File: src/rtl/sctag_decc_err_log_ctl_if.sv
// sctag_decc_err_log_ctl_if: c7 syndrome/qualifier inputs and c8 classified error outputs
interface sctag_decc_err_log_ctl_if #(
   parameter int NWORDS = 4,
   parameter int CHKW = 6
);
   logic [NWORDS*CHKW-1:0] check_c7;
   logic [NWORDS-1:0]      parity_c7;
   logic                   scrub_half_c7;
   logic                   spc_rd_vld_c7;
   logic                   bsc_rd_vld_c7;
   logic                   scrub_rd_vld_c7;
   logic                   fb_rd_vld_c7;
   logic                   fb_corr_err_c7;
   logic                   fb_uncorr_err_c7;
   logic                   spcd_corr_c8;
   logic                   spcd_uncorr_c8;
   logic                   bscd_corr_c8;
   logic                   bscd_uncorr_c8;
   logic                   scrd_corr_c8;
   logic                   scrd_uncorr_c8;
   logic                   spcfb_corr_c8;
   logic                   spcfb_uncorr_c8;
   logic                   uncorr_err_c8;
   logic [2:0]             retdp_err_c8;
   modport master (
      output check_c7, parity_c7, scrub_half_c7, spc_rd_vld_c7, bsc_rd_vld_c7,
             scrub_rd_vld_c7, fb_rd_vld_c7, fb_corr_err_c7, fb_uncorr_err_c7,
      input  spcd_corr_c8, spcd_uncorr_c8, bscd_corr_c8, bscd_uncorr_c8, scrd_corr_c8,
             scrd_uncorr_c8, spcfb_corr_c8, spcfb_uncorr_c8, uncorr_err_c8, retdp_err_c8
   );
   modport slave (
      input  check_c7, parity_c7, scrub_half_c7, spc_rd_vld_c7, bsc_rd_vld_c7,
             scrub_rd_vld_c7, fb_rd_vld_c7, fb_corr_err_c7, fb_uncorr_err_c7,
      output spcd_corr_c8, spcd_uncorr_c8, bscd_corr_c8, bscd_uncorr_c8, scrd_corr_c8,
             scrd_uncorr_c8, spcfb_corr_c8, spcfb_uncorr_c8, uncorr_err_c8, retdp_err_c8
   );
endinterface

File: src/rtl/sctag_decc_err_log_ctl.sv
// sctag_decc_err_log_ctl: L2 data-ECC error classifier, word select, first-error log and CE counter
// Optional CE counter/threshold flag built only when DECC_CE_THRESH_EN is defined.
module sctag_decc_err_log_ctl #(
   parameter int NWORDS = 4,
   parameter int CHKW = 6,
   parameter int BIST_DLY = 5,
   parameter int CNTW = 8,
   parameter int CE_THRESH = 16,
   localparam int SELW = $clog2(NWORDS)
) (
   input  logic                   rclk,
   input  logic                   rst,
   sctag_decc_err_log_ctl_if.slave dp,
   input  logic                   error_ceen,
   input  logic                   error_nceen,
   input  logic                   bist_enable_c1,
   input  logic [SELW-1:0]        bist_waddr_c1,
   input  logic                   diag_vld_c6,
   input  logic [SELW-1:0]        diag_waddr_c6,
   input  logic [SELW-1:0]        waddr_c6,
   input  logic                   log_clr,
   input  logic                   cnt_clr,
   output logic [SELW-1:0]        word_sel_c7,
   output logic                   log_vld,
   output logic                   log_uncorr,
   output logic [SELW-1:0]        log_word,
   output logic [CNTW-1:0]        ce_cnt,
   output logic                   ce_thresh_hit
);
   localparam logic [NWORDS-1:0] lo_msk = NWORDS'((1 << (NWORDS/2)) - 1);

   function automatic logic [SELW-1:0] low(input logic [NWORDS-1:0] v);
      low = '0;
      for (int i = NWORDS-1; i >= 0; i--) if (v[i]) low = SELW'(i);
   endfunction

   logic [NWORDS-1:0] ce, ue, half_msk;
   logic any_ce, any_ue, scr_ce, scr_ue;
   logic spcd_c, spcd_u, bscd_c, bscd_u, scrd_c, scrd_u, spcfb_c, spcfb_u;
   logic ev_ce, ev_ue, ev, cap;
   logic [2:0] ret_n;
   logic [SELW-1:0] word_n, sel_n;
   logic ceen_d1, nceen_d1;
   logic [SELW:0] bist_pipe [BIST_DLY];

   always_comb begin
      ce = dp.parity_c7;
      ue = '0;
      for (int i = 0; i < NWORDS; i++) ue[i] = |dp.check_c7[i*CHKW +: CHKW] & ~dp.parity_c7[i];
   end

   assign half_msk = dp.scrub_half_c7 ? lo_msk : ~lo_msk;
   assign any_ce = |ce;
   assign any_ue = |ue;
   assign scr_ce = |(ce & half_msk);
   assign scr_ue = |(ue & half_msk);
   assign spcd_c = any_ce & dp.spc_rd_vld_c7;
   assign spcd_u = any_ue & dp.spc_rd_vld_c7;
   assign bscd_c = any_ce & dp.bsc_rd_vld_c7;
   assign bscd_u = any_ue & dp.bsc_rd_vld_c7;
   assign scrd_c = scr_ce & dp.scrub_rd_vld_c7;
   assign scrd_u = scr_ue & dp.scrub_rd_vld_c7;
   assign spcfb_c = (any_ce & dp.fb_rd_vld_c7) | dp.fb_corr_err_c7;
   assign spcfb_u = (any_ue & dp.fb_rd_vld_c7) | dp.fb_uncorr_err_c7;
   assign ret_n = {1'b0,
      (any_ue | dp.fb_uncorr_err_c7) & (dp.spc_rd_vld_c7 | dp.fb_rd_vld_c7 | dp.fb_uncorr_err_c7) & nceen_d1,
      (any_ce | dp.fb_corr_err_c7) & (dp.spc_rd_vld_c7 | dp.fb_rd_vld_c7 | dp.fb_corr_err_c7) & ceen_d1};

   // Log is written on the same edge as the c8 outputs it describes
   assign ev_ce = spcd_c | bscd_c | scrd_c | spcfb_c;
   assign ev_ue = spcd_u | bscd_u | scrd_u | spcfb_u;
   assign ev = ev_ce | ev_ue;
   assign cap = ev & (~log_vld | log_clr | (~log_uncorr & ev_ue));
   assign word_n = (ev_ue & any_ue) ? low(ue) : (ev_ce & any_ce) ? low(ce) : '0;
   assign sel_n = bist_pipe[BIST_DLY-1][SELW] ? bist_pipe[BIST_DLY-1][SELW-1:0] :
                  diag_vld_c6 ? diag_waddr_c6 : waddr_c6;

   always_ff @(posedge rclk)
      if (rst) begin
         dp.spcd_corr_c8 <= 1'b0;
         dp.spcd_uncorr_c8 <= 1'b0;
         dp.bscd_corr_c8 <= 1'b0;
         dp.bscd_uncorr_c8 <= 1'b0;
         dp.scrd_corr_c8 <= 1'b0;
         dp.scrd_uncorr_c8 <= 1'b0;
         dp.spcfb_corr_c8 <= 1'b0;
         dp.spcfb_uncorr_c8 <= 1'b0;
         dp.uncorr_err_c8 <= 1'b0;
         dp.retdp_err_c8 <= '0;
         ceen_d1 <= 1'b0;
         nceen_d1 <= 1'b0;
         word_sel_c7 <= '0;
      end else begin
         dp.spcd_corr_c8 <= spcd_c;
         dp.spcd_uncorr_c8 <= spcd_u;
         dp.bscd_corr_c8 <= bscd_c;
         dp.bscd_uncorr_c8 <= bscd_u;
         dp.scrd_corr_c8 <= scrd_c;
         dp.scrd_uncorr_c8 <= scrd_u;
         dp.spcfb_corr_c8 <= spcfb_c;
         dp.spcfb_uncorr_c8 <= spcfb_u;
         dp.uncorr_err_c8 <= any_ue;
         dp.retdp_err_c8 <= ret_n;
         ceen_d1 <= error_ceen;
         nceen_d1 <= error_nceen;
         word_sel_c7 <= sel_n;
      end

   always_ff @(posedge rclk)
      if (rst) for (int k = 0; k < BIST_DLY; k++) bist_pipe[k] <= '0;
      else begin
         bist_pipe[0] <= {bist_enable_c1, bist_waddr_c1};
         for (int k = 1; k < BIST_DLY; k++) bist_pipe[k] <= bist_pipe[k-1];
      end

   always_ff @(posedge rclk)
      if (rst) begin
         log_vld <= 1'b0;
         log_uncorr <= 1'b0;
         log_word <= '0;
      end else if (cap) begin
         log_vld <= 1'b1;
         log_uncorr <= ev_ue;
         log_word <= word_n;
      end else if (log_clr) log_vld <= 1'b0;

`ifdef DECC_CE_THRESH_EN
   logic inc;
   logic [CNTW-1:0] cnt_n;
   assign inc = dp.spcd_corr_c8 | dp.bscd_corr_c8 | dp.scrd_corr_c8 | dp.spcfb_corr_c8;
   assign cnt_n = &ce_cnt ? ce_cnt : ce_cnt + CNTW'(1);
   always_ff @(posedge rclk)
      if (rst | cnt_clr) begin
         ce_cnt <= '0;
         ce_thresh_hit <= 1'b0;
      end else if (inc) begin
         ce_cnt <= cnt_n;
         ce_thresh_hit <= ce_thresh_hit | (32'(cnt_n) >= CE_THRESH);
      end
`else
   logic unused_cnt_clr;
   assign unused_cnt_clr = cnt_clr ^ (CE_THRESH == 0);
   assign ce_cnt = '0;
   assign ce_thresh_hit = 1'b0;
`endif
endmodule

File: src/flat_wrapper.sv
// flat-port wrapper written by rule: the top's interface ports become plain ports
module sctag_decc_err_log_ctl_flat 
#(
   parameter int NWORDS = 4,
   parameter int CHKW = 6,
   parameter int BIST_DLY = 5,
   parameter int CNTW = 8,
   parameter int CE_THRESH = 16,
   localparam int SELW = $clog2(NWORDS)
)
  (rclk, rst, error_ceen, error_nceen, bist_enable_c1, bist_waddr_c1, diag_vld_c6, diag_waddr_c6, waddr_c6, log_clr, cnt_clr, word_sel_c7, log_vld, log_uncorr, log_word, ce_cnt, ce_thresh_hit, dp_check_c7, dp_parity_c7, dp_scrub_half_c7, dp_spc_rd_vld_c7, dp_bsc_rd_vld_c7, dp_scrub_rd_vld_c7, dp_fb_rd_vld_c7, dp_fb_corr_err_c7, dp_fb_uncorr_err_c7, dp_spcd_corr_c8, dp_spcd_uncorr_c8, dp_bscd_corr_c8, dp_bscd_uncorr_c8, dp_scrd_corr_c8, dp_scrd_uncorr_c8, dp_spcfb_corr_c8, dp_spcfb_uncorr_c8, dp_uncorr_err_c8, dp_retdp_err_c8);
  sctag_decc_err_log_ctl_if #(.NWORDS(NWORDS), .CHKW(CHKW)) dp_i ();
  input  logic rclk;
  input  logic rst;
  input  logic error_ceen;
  input  logic error_nceen;
  input  logic bist_enable_c1;
  input  logic [SELW-1:0] bist_waddr_c1;
  input  logic diag_vld_c6;
  input  logic [SELW-1:0] diag_waddr_c6;
  input  logic [SELW-1:0] waddr_c6;
  input  logic log_clr;
  input  logic cnt_clr;
  output logic [SELW-1:0] word_sel_c7;
  output logic log_vld;
  output logic log_uncorr;
  output logic [SELW-1:0] log_word;
  output logic [CNTW-1:0] ce_cnt;
  output logic ce_thresh_hit;
  input wire logic [$bits(dp_i.check_c7)-1:0] dp_check_c7;
  input wire logic [$bits(dp_i.parity_c7)-1:0] dp_parity_c7;
  input wire logic [$bits(dp_i.scrub_half_c7)-1:0] dp_scrub_half_c7;
  input wire logic [$bits(dp_i.spc_rd_vld_c7)-1:0] dp_spc_rd_vld_c7;
  input wire logic [$bits(dp_i.bsc_rd_vld_c7)-1:0] dp_bsc_rd_vld_c7;
  input wire logic [$bits(dp_i.scrub_rd_vld_c7)-1:0] dp_scrub_rd_vld_c7;
  input wire logic [$bits(dp_i.fb_rd_vld_c7)-1:0] dp_fb_rd_vld_c7;
  input wire logic [$bits(dp_i.fb_corr_err_c7)-1:0] dp_fb_corr_err_c7;
  input wire logic [$bits(dp_i.fb_uncorr_err_c7)-1:0] dp_fb_uncorr_err_c7;
  output wire logic [$bits(dp_i.spcd_corr_c8)-1:0] dp_spcd_corr_c8;
  output wire logic [$bits(dp_i.spcd_uncorr_c8)-1:0] dp_spcd_uncorr_c8;
  output wire logic [$bits(dp_i.bscd_corr_c8)-1:0] dp_bscd_corr_c8;
  output wire logic [$bits(dp_i.bscd_uncorr_c8)-1:0] dp_bscd_uncorr_c8;
  output wire logic [$bits(dp_i.scrd_corr_c8)-1:0] dp_scrd_corr_c8;
  output wire logic [$bits(dp_i.scrd_uncorr_c8)-1:0] dp_scrd_uncorr_c8;
  output wire logic [$bits(dp_i.spcfb_corr_c8)-1:0] dp_spcfb_corr_c8;
  output wire logic [$bits(dp_i.spcfb_uncorr_c8)-1:0] dp_spcfb_uncorr_c8;
  output wire logic [$bits(dp_i.uncorr_err_c8)-1:0] dp_uncorr_err_c8;
  output wire logic [$bits(dp_i.retdp_err_c8)-1:0] dp_retdp_err_c8;
  assign dp_i.check_c7 = dp_check_c7;
  assign dp_i.parity_c7 = dp_parity_c7;
  assign dp_i.scrub_half_c7 = dp_scrub_half_c7;
  assign dp_i.spc_rd_vld_c7 = dp_spc_rd_vld_c7;
  assign dp_i.bsc_rd_vld_c7 = dp_bsc_rd_vld_c7;
  assign dp_i.scrub_rd_vld_c7 = dp_scrub_rd_vld_c7;
  assign dp_i.fb_rd_vld_c7 = dp_fb_rd_vld_c7;
  assign dp_i.fb_corr_err_c7 = dp_fb_corr_err_c7;
  assign dp_i.fb_uncorr_err_c7 = dp_fb_uncorr_err_c7;
  assign dp_spcd_corr_c8 = dp_i.spcd_corr_c8;
  assign dp_spcd_uncorr_c8 = dp_i.spcd_uncorr_c8;
  assign dp_bscd_corr_c8 = dp_i.bscd_corr_c8;
  assign dp_bscd_uncorr_c8 = dp_i.bscd_uncorr_c8;
  assign dp_scrd_corr_c8 = dp_i.scrd_corr_c8;
  assign dp_scrd_uncorr_c8 = dp_i.scrd_uncorr_c8;
  assign dp_spcfb_corr_c8 = dp_i.spcfb_corr_c8;
  assign dp_spcfb_uncorr_c8 = dp_i.spcfb_uncorr_c8;
  assign dp_uncorr_err_c8 = dp_i.uncorr_err_c8;
  assign dp_retdp_err_c8 = dp_i.retdp_err_c8;
  sctag_decc_err_log_ctl #(.NWORDS(NWORDS), .CHKW(CHKW), .BIST_DLY(BIST_DLY), .CNTW(CNTW), .CE_THRESH(CE_THRESH)) u_core (.rclk(rclk), .rst(rst), .dp(dp_i), .error_ceen(error_ceen), .error_nceen(error_nceen), .bist_enable_c1(bist_enable_c1), .bist_waddr_c1(bist_waddr_c1), .diag_vld_c6(diag_vld_c6), .diag_waddr_c6(diag_waddr_c6), .waddr_c6(waddr_c6), .log_clr(log_clr), .cnt_clr(cnt_clr), .word_sel_c7(word_sel_c7), .log_vld(log_vld), .log_uncorr(log_uncorr), .log_word(log_word), .ce_cnt(ce_cnt), .ce_thresh_hit(ce_thresh_hit));
endmodule
File: config.mk
export PLATFORM = sky130hd
export DESIGN_NAME = sctag_decc_err_log_ctl_flat
export DESIGN_NICKNAME = d
export VERILOG_FILES = /design/src/rtl/sctag_decc_err_log_ctl_if.sv /design/src/rtl/sctag_decc_err_log_ctl.sv /design/src/flat_wrapper.sv
export SDC_FILE = /design/constraint.sdc
export NUM_CORES = 1
export LEC_CHECK = 0
export CAP_MARGIN = 10
export CORE_UTILIZATION = 35
export CTS_CLUSTER_DIAMETER = 50
export DETAILED_ROUTE_END_ITERATION = 16
export PLACE_DENSITY_LB_ADDON = 0.12
export SYNTH_ARGS = -nofsm -noshare
export SYNTH_HDL_FRONTEND = slang
export SYNTH_SLANG_ARGS = --single-unit
File: constraint.sdc
create_clock -name rclk -period 1.65 [get_ports rclk]
set_input_delay 0.33 -clock rclk [delete_from_list [all_inputs] [get_ports rclk]]
set_output_delay 0.33 -clock rclk [all_outputs]
set_load 0.01 [all_outputs]
=== After elaboration in Yosys (flattened, before gate mapping) ===
Memory sizes are Yosys's and may differ from the RTL's.
Index checks and enable logic that the tools add are counted.

* Bitwise operators: 49
* Mux-type cells: 23
* Reduce and logical (&&, ||, !) cells: 9

{| class="wikitable"
|+ Operator list
! kind !! count
|-
| $mux 2 || 12
|-
| $reduce_or 6->1 || 4
|-
| $or 1x1->1 || 21
|-
| $and 1x1->1 || 20
|-
| $reduce_or 4->1 || 4
|-
| $mux 3 || 5
|-
| $and 4x4->4 || 2
|-
| $not 1->1 || 6
|-
| $mux 1 || 5
|-
| $mux 4 || 1
|-
| $reduce_bool 2->1 || 1
|}

* Flip-flop bits (word level): 20
* Output and inout bits: 27
* Bits in writable memories: 15
* Memories: 1
* Input port bits: 49

{| class="wikitable"
|+ Memories
! name !! words !! width !! rd ports !! clocked after Yosys merged registers in !! wr ports !! line !! text
|-
| u_core.bist_pipe || 5 || 3 || 5 || 0 || 5 || sctag_decc_err_log_ctl.sv:44 || <nowiki>logic [SELW:0] bist_pipe [BIST_DLY];</nowiki>
|}

=== Longest topological paths before layout ===
* Depth after elaboration: 11
* Depth in mapped cells: 7

=== Worst setup path after synthesis ===
OpenSTA, ideal clock, no wires.

* Path type: input-to-reg
* Start: in dp_check_c7[13]
* End: reg u_core.log_word[0]
* Arrival time: 1,690 ps
* Stages: 6
* Path slack: -131 ps
* Library setup time: 91 ps
* Cell sequence: nor4_4 a21oi_2 o31ai_4 nand3_1 a2111o_1 a311oi_1

* Longest elaborated chain between the ends: 10

{| class="wikitable"
|+ RTL lines
! item !! line !! text
|-
| start, declared || flat_wrapper.sv:30 || <nowiki>input wire logic [$bits(dp_i.check_c7)-1:0] dp_check_c7;</nowiki>
|-
| $reduce_or 6->1 (*) || sctag_decc_err_log_ctl.sv:49 || <nowiki>for (int i = 0; i < NWORDS; i++) ue[i] = |dp.check_c7[i*CHKW +: CHKW] & ~dp.parity_c7[i];</nowiki>
|-
| $and 1x1->1 (*) || sctag_decc_err_log_ctl.sv:49 ||
|-
| $reduce_or 4->1 or $and 4x4->4 (tied branches) || sctag_decc_err_log_ctl.sv:54, sctag_decc_err_log_ctl.sv:56 ||
|-
| $and 1x1->1, or another cell as far along || sctag_decc_err_log_ctl.sv:58 || <nowiki>assign spcd_u = any_ue & dp.spc_rd_vld_c7;</nowiki>
|-
| $or 1x1->1 or $and 1x1->1 (tied branches) || sctag_decc_err_log_ctl.sv:71, sctag_decc_err_log_ctl.sv:62 ||
|-
| $or 1x1->1 (2 in a row) || sctag_decc_err_log_ctl.sv:71 || <nowiki>assign ev_ue = spcd_u | bscd_u | scrd_u | spcfb_u;</nowiki>
|-
| $and 1x1->1 || sctag_decc_err_log_ctl.sv:73 || <nowiki>assign cap = ev & (~log_vld | log_clr | (~log_uncorr & ev_ue));</nowiki>
|-
| $or 1x1->1 || sctag_decc_err_log_ctl.sv:73 ||
|-
| $and 1x1->1 || sctag_decc_err_log_ctl.sv:73 ||
|-
| end signal, assigned || sctag_decc_err_log_ctl.sv:124 || <nowiki>log_word <= word_n;</nowiki>
|-
| end, declared || sctag_decc_err_log_ctl.sv:26 || <nowiki>output logic [SELW-1:0] log_word,</nowiki>
|}

Every way passes the cells marked *; elsewhere a longest branch is shown, timed or not.
A chain may end at the register's enable or synchronous reset.

=== Worst setup path in the final report ===
* Start: in dp_parity_c7[0]
* End: reg u_core.log_word[0]

* Longest elaborated chain between the ends: 10

{| class="wikitable"
|+ RTL lines
! item !! line !! text
|-
| start, declared || flat_wrapper.sv:31 || <nowiki>input wire logic [$bits(dp_i.parity_c7)-1:0] dp_parity_c7;</nowiki>
|-
| $not 1->1 || sctag_decc_err_log_ctl.sv:49 ||
|-
| $and 1x1->1 || sctag_decc_err_log_ctl.sv:49 ||
|-
| $reduce_or 4->1 or $and 4x4->4 (tied branches) || sctag_decc_err_log_ctl.sv:54, sctag_decc_err_log_ctl.sv:56 ||
|-
| $and 1x1->1, or another cell as far along || sctag_decc_err_log_ctl.sv:58 ||
|-
| $or 1x1->1 or $and 1x1->1 (tied branches) || sctag_decc_err_log_ctl.sv:71, sctag_decc_err_log_ctl.sv:62 ||
|-
| $or 1x1->1 (2 in a row) || sctag_decc_err_log_ctl.sv:71 ||
|-
| $and 1x1->1 || sctag_decc_err_log_ctl.sv:73 ||
|-
| $or 1x1->1 || sctag_decc_err_log_ctl.sv:73 ||
|-
| $and 1x1->1 || sctag_decc_err_log_ctl.sv:73 ||
|}

Parallel ways exist; a longest one is shown, timed or not.

==> summary.txt <==
Run status
  – Outcome: finished, violations left
  – Failing checks: negative setup slack

Clock network
  – Deepest level of the CTS H-tree: 2
  – CTS Hold Buffers Added: 0
  – Num CTS Buffers: 5
  – Worst-Skew Late Latency: 280 ps
  – CTS Root Buffer Type: sky130_fd_sc_hd__clkbuf_8
  – CTS tree: done
  – Clk slew on worst S/H paths: 70 ps
  – Clock tree sinks: 34
  – Clock tree buffer depth: 2

Place
  – Number of I/O port buffers: 64
  – Final GP Congestion: 0.845
  – Post-detail-place hpwl: 2.83 mm

Cells and area
  – NumNets Final: 307
  – Share of final-layout standard cells stronger than drive strength 1: 34.7%
  – Growth of design area from synthesis to finish: 80.2%

Floorplanning
  – Die X: 66.5 um
  – Core region area: 4000 um^2
  – Total Die Area: 4420 um^2
  – Total I/O pin count: 76
  – Height of the chip: 66.5 um
  – Initial core utilization: 36.4%
  – Number of placement rows: 23

STA
  – Setup TNS Final: -21.5 ps
  – Final setup violation count: 1
  – Unrepaired setup endpoints after global routing: yes
  – Final Cycle Share: 101%
  – F_max: 598 MHz
  – PnR worst setup slack: -21.5 ps
  – Max-slew violation count: 0
  – Hold violation total from the final report: 0
  – Worst slack on hold paths: 364 ps
  – Final min period: 1670 ps
  – Clock Skew: 1.82 ps

Setup path
  – Worst R2R Path Depth: 5
  – Maximum fanout encountered on the critical timing path: 3
  – Critical Path RT: 1840 ps
  – Worst reg2reg path startpoint: u_core.log_vld
  – Slowest stage cell on the critical path: sky130_fd_sc_hd__dlygate4sd2_1
  – Terminus of the critical flop-to-flop path: u_core.log_word[0]
  – Crit path capture: u_core.log_word[0]
  – Worst R2R Setup Slack: 280 ps
  – Crit path launch: dp_parity_c7[0]
  – Type of element launching the critical path: input port
  – Data arrival time of the critical path: 1860 ps
  – CP max stage delay: 290 ps
  – Type of element capturing the critical path: register
  – Cells along the critical path: dlygate4sd2_1, nor2_4, a21boi_4, buf_4, o31ai_4, o21ai_2, a21o_1, a311oi_2
  – Worst setup path category: in -> reg

Synth
  – Biggest area consumer among synthesized cells: sky130_fd_sc_hd__dfxtp_1
  – Flip-flop and latch count after synthesis: 34
  – Number of enable flip-flop cells after synthesis: 0
  – Leading post-synthesis cells by cell area: sky130_fd_sc_hd__dfxtp_1, sky130_fd_sc_hd__nor2b_1, sky130_fd_sc_hd__a21oi_1
  – Number of library cell types mapped by synthesis: 38
  – Fraction of synthesis flops using an asynchronous set or reset pin: 0%
  – Share of the synthesized area in the top cell type: 46.8%
  – Synthesized instance count: 157
  – Sequential cell area fraction in the yosys report: 46.8%
  – Number of synthesis warnings: 0
  – Primary FF master, synth: sky130_fd_sc_hd__dfxtp_1
  – Average size of a mapped cell: 9.27 um^2
  – Synth Cell Area: 1460 um^2

Power and ir drop
  – Power density relative to cell area: 772 nW/um^2
  – Worst-case vdd ir drop: 0.000475 V
  – Leakage power: 0.00112 uW

Routing
  – Wirelength, routed: 4.13 mm
  – Via count: 1491
  – Drt first-iter violations: 85
  – DRC violations left: 0
  – Average vias per placed instance: 4.81
  – Final routed wire length divided by cell count: 13.3 um
  – Number of nets with antenna violations after routing: 0
  – Number of detailed-routing iterations run before antenna repair: 4

GRT
  – Total grt overflow: 0
  – Number of global-route vias before repair: 1430
  – Pin count of the biggest net entering global routing: 26
  – Global-route wire length before repair: 6.35 mm
  – Tot GR Track Use: 19.3%
  – Antenna violations before repair: 1

Job
  – Max-capacitance violation count: 0

Min path
  – Class of the worst hold path: in -> reg
per-stage QoR:
step / std cells / instance area, um^2 / utilization [%] / total power [uW] / setup slack, ps
after detailed placement: 291 / 2290 / 57.2 / 1260 / -700
after global routing: 310 / 2620 / 65.6 / 2110 / -94.4
after CTS: 307 / 2540 / 63.4 / 2020 / -38.6
final: 310 / 2620 / 65.6 / 2020 / -21.5
after floorplan: 166 / 1490 / - / 1030 / -53.9
after global placement: 291 / 2290 / 57.2 / 1260 / -561
worst max-delay path, delay by kind of cell:
kind | cells | cell delay (ps)
AO/OA/AOI/OAI | 5 | 910
AND/OR/NAND/NOR | 1 | 180
buffers and inverters | 2 | 430
power by group:
group | total [uW] | leakage, uW | switching [uW] | internal, uW
Sequential | 871 | 0.000281 | 11.4 | 859
Clock | 730 | 0.0000579 | 286 | 444
Combinational | 423 | 0.000779 | 186 | 237
Total | 2020 | 0.00112 | 484 | 1540
registers in the layout (all words and copies together), names as in the netlist:
signal                     cells
u_core.dp.spcd_corr_c8         1
u_core.bist_pipe              15
u_core.log_vld                 1
u_core.dp.spcd_uncorr_c8       1
u_core.dp.spcfb_uncorr_c8      1
u_core.dp.bscd_uncorr_c8       1
u_core.log_word                2
u_core.dp.spcfb_corr_c8        1
u_core.dp.scrd_corr_c8         1
u_core.log_uncorr              1
u_core.nceen_d1                1
u_core.ceen_d1                 1
u_core.word_sel_c7             2
u_core.dp.retdp_err_c8         2
u_core.dp.uncorr_err_c8        1
u_core.dp.bscd_corr_c8         1
u_core.dp.scrd_uncorr_c8       1
cell type report:
class / instances / area (um^2)
Multi-Input combinational cell: 115 / 870
Inverter: 3 / 11.3
Clock inverter: 3 / 40.0
Timing Repair Buffer: 99 / 887
Tap cell: 50 / 62.6
Sequential cell: 34 / 681
Antenna cell: 1 / 2.50
Fill cell: 334 / 1380
Clock buffer: 5 / 68.8
how the worst min path moves through the flow:
stage | from | to | slack [ps] | cells after the start
2_1_floorplan | u_core.bist_pipe[0][7] | u_core.bist_pipe[0][10] | 410 | 1
3_3_place_gp | u_core.bist_pipe[0][5] | u_core.bist_pipe[0][8] | 420 | 1
3_5_place_dp | u_core.bist_pipe[0][0] | u_core.bist_pipe[0][3] | 420 | 1
4_1_cts | u_core.bist_pipe[0][0] | u_core.bist_pipe[0][3] | 440 | 1
5_1_grt | dp_spc_rd_vld_c7 | u_core.dp.spcd_corr_c8 | 370 | 2
6_report | dp_spc_rd_vld_c7 | u_core.dp.spcd_corr_c8 | 360 | 2
repair_timing:
item	in CTS	in global routing
setup buffers	8	3
pin swaps	22	19
resized for setup	81	27
endpoints found under the setup margin	5	8
layer usage:
metal  GRT usage (%)  share of wire (%)  up-vias
met5               0                  0        -
met3            4.62                6.4       12
met1            21.3                 41      684
met4            6.65                2.0        0
met2            35.8                 51       68
li1                -                  -      727
cell usage after synthesis, types with 2 or more instances:
| library cell | n |
|---|---|
| sky130_fd_sc_hd__a211oi_1 | 3 |
| sky130_fd_sc_hd__a21oi_1 | 15 |
| sky130_fd_sc_hd__and2_1 | 4 |
| sky130_fd_sc_hd__buf_4 | 10 |
| sky130_fd_sc_hd__clkbuf_1 | 3 |
| sky130_fd_sc_hd__dfxtp_1 | 34 |
| sky130_fd_sc_hd__inv_1 | 3 |
| sky130_fd_sc_hd__mux2i_1 | 2 |
| sky130_fd_sc_hd__nand2_1 | 7 |
| sky130_fd_sc_hd__nor2_1 | 14 |
| sky130_fd_sc_hd__nor2b_1 | 19 |
| sky130_fd_sc_hd__nor3_1 | 5 |
| sky130_fd_sc_hd__nor3b_1 | 3 |
| sky130_fd_sc_hd__nor4_1 | 4 |
| sky130_fd_sc_hd__o21ai_0 | 7 |
| sky130_fd_sc_hd__or2_2 | 2 |
cell usage in the layout, fill, tap and decap left out, drive strengths merged, types with 2 or more instances in the layout:
master	instances
a211oi	3
clkdlybuf4s50	30
or2	2
conb	10
nor2b	19
nor3b	3
dfxtp	34
dlygate4sd2	13
inv	3
mux2i	2
clkbuf	8
a21oi	16
dlymetal6s2s	5
o21ai	7
clkdlybuf4s15	7
clkinv	2
and2	4
nor3	5
buf	41
nor4	6
nor2	14
o31ai	3
nand2	7
logic make-up (layout without fill, tap and decap cells):
kind of cell    Yosys count  after routing  share of synthesized area, %
compound gates           38             38                          17.8
buf+inv                  17            110                          8.08
flops                    34             34                          46.8
mux                       2              2                          1.38
other cells               1             11                         0.258
simple gates             65             65                          25.7
Note: power is estimated with default switching activity, not from simulation.
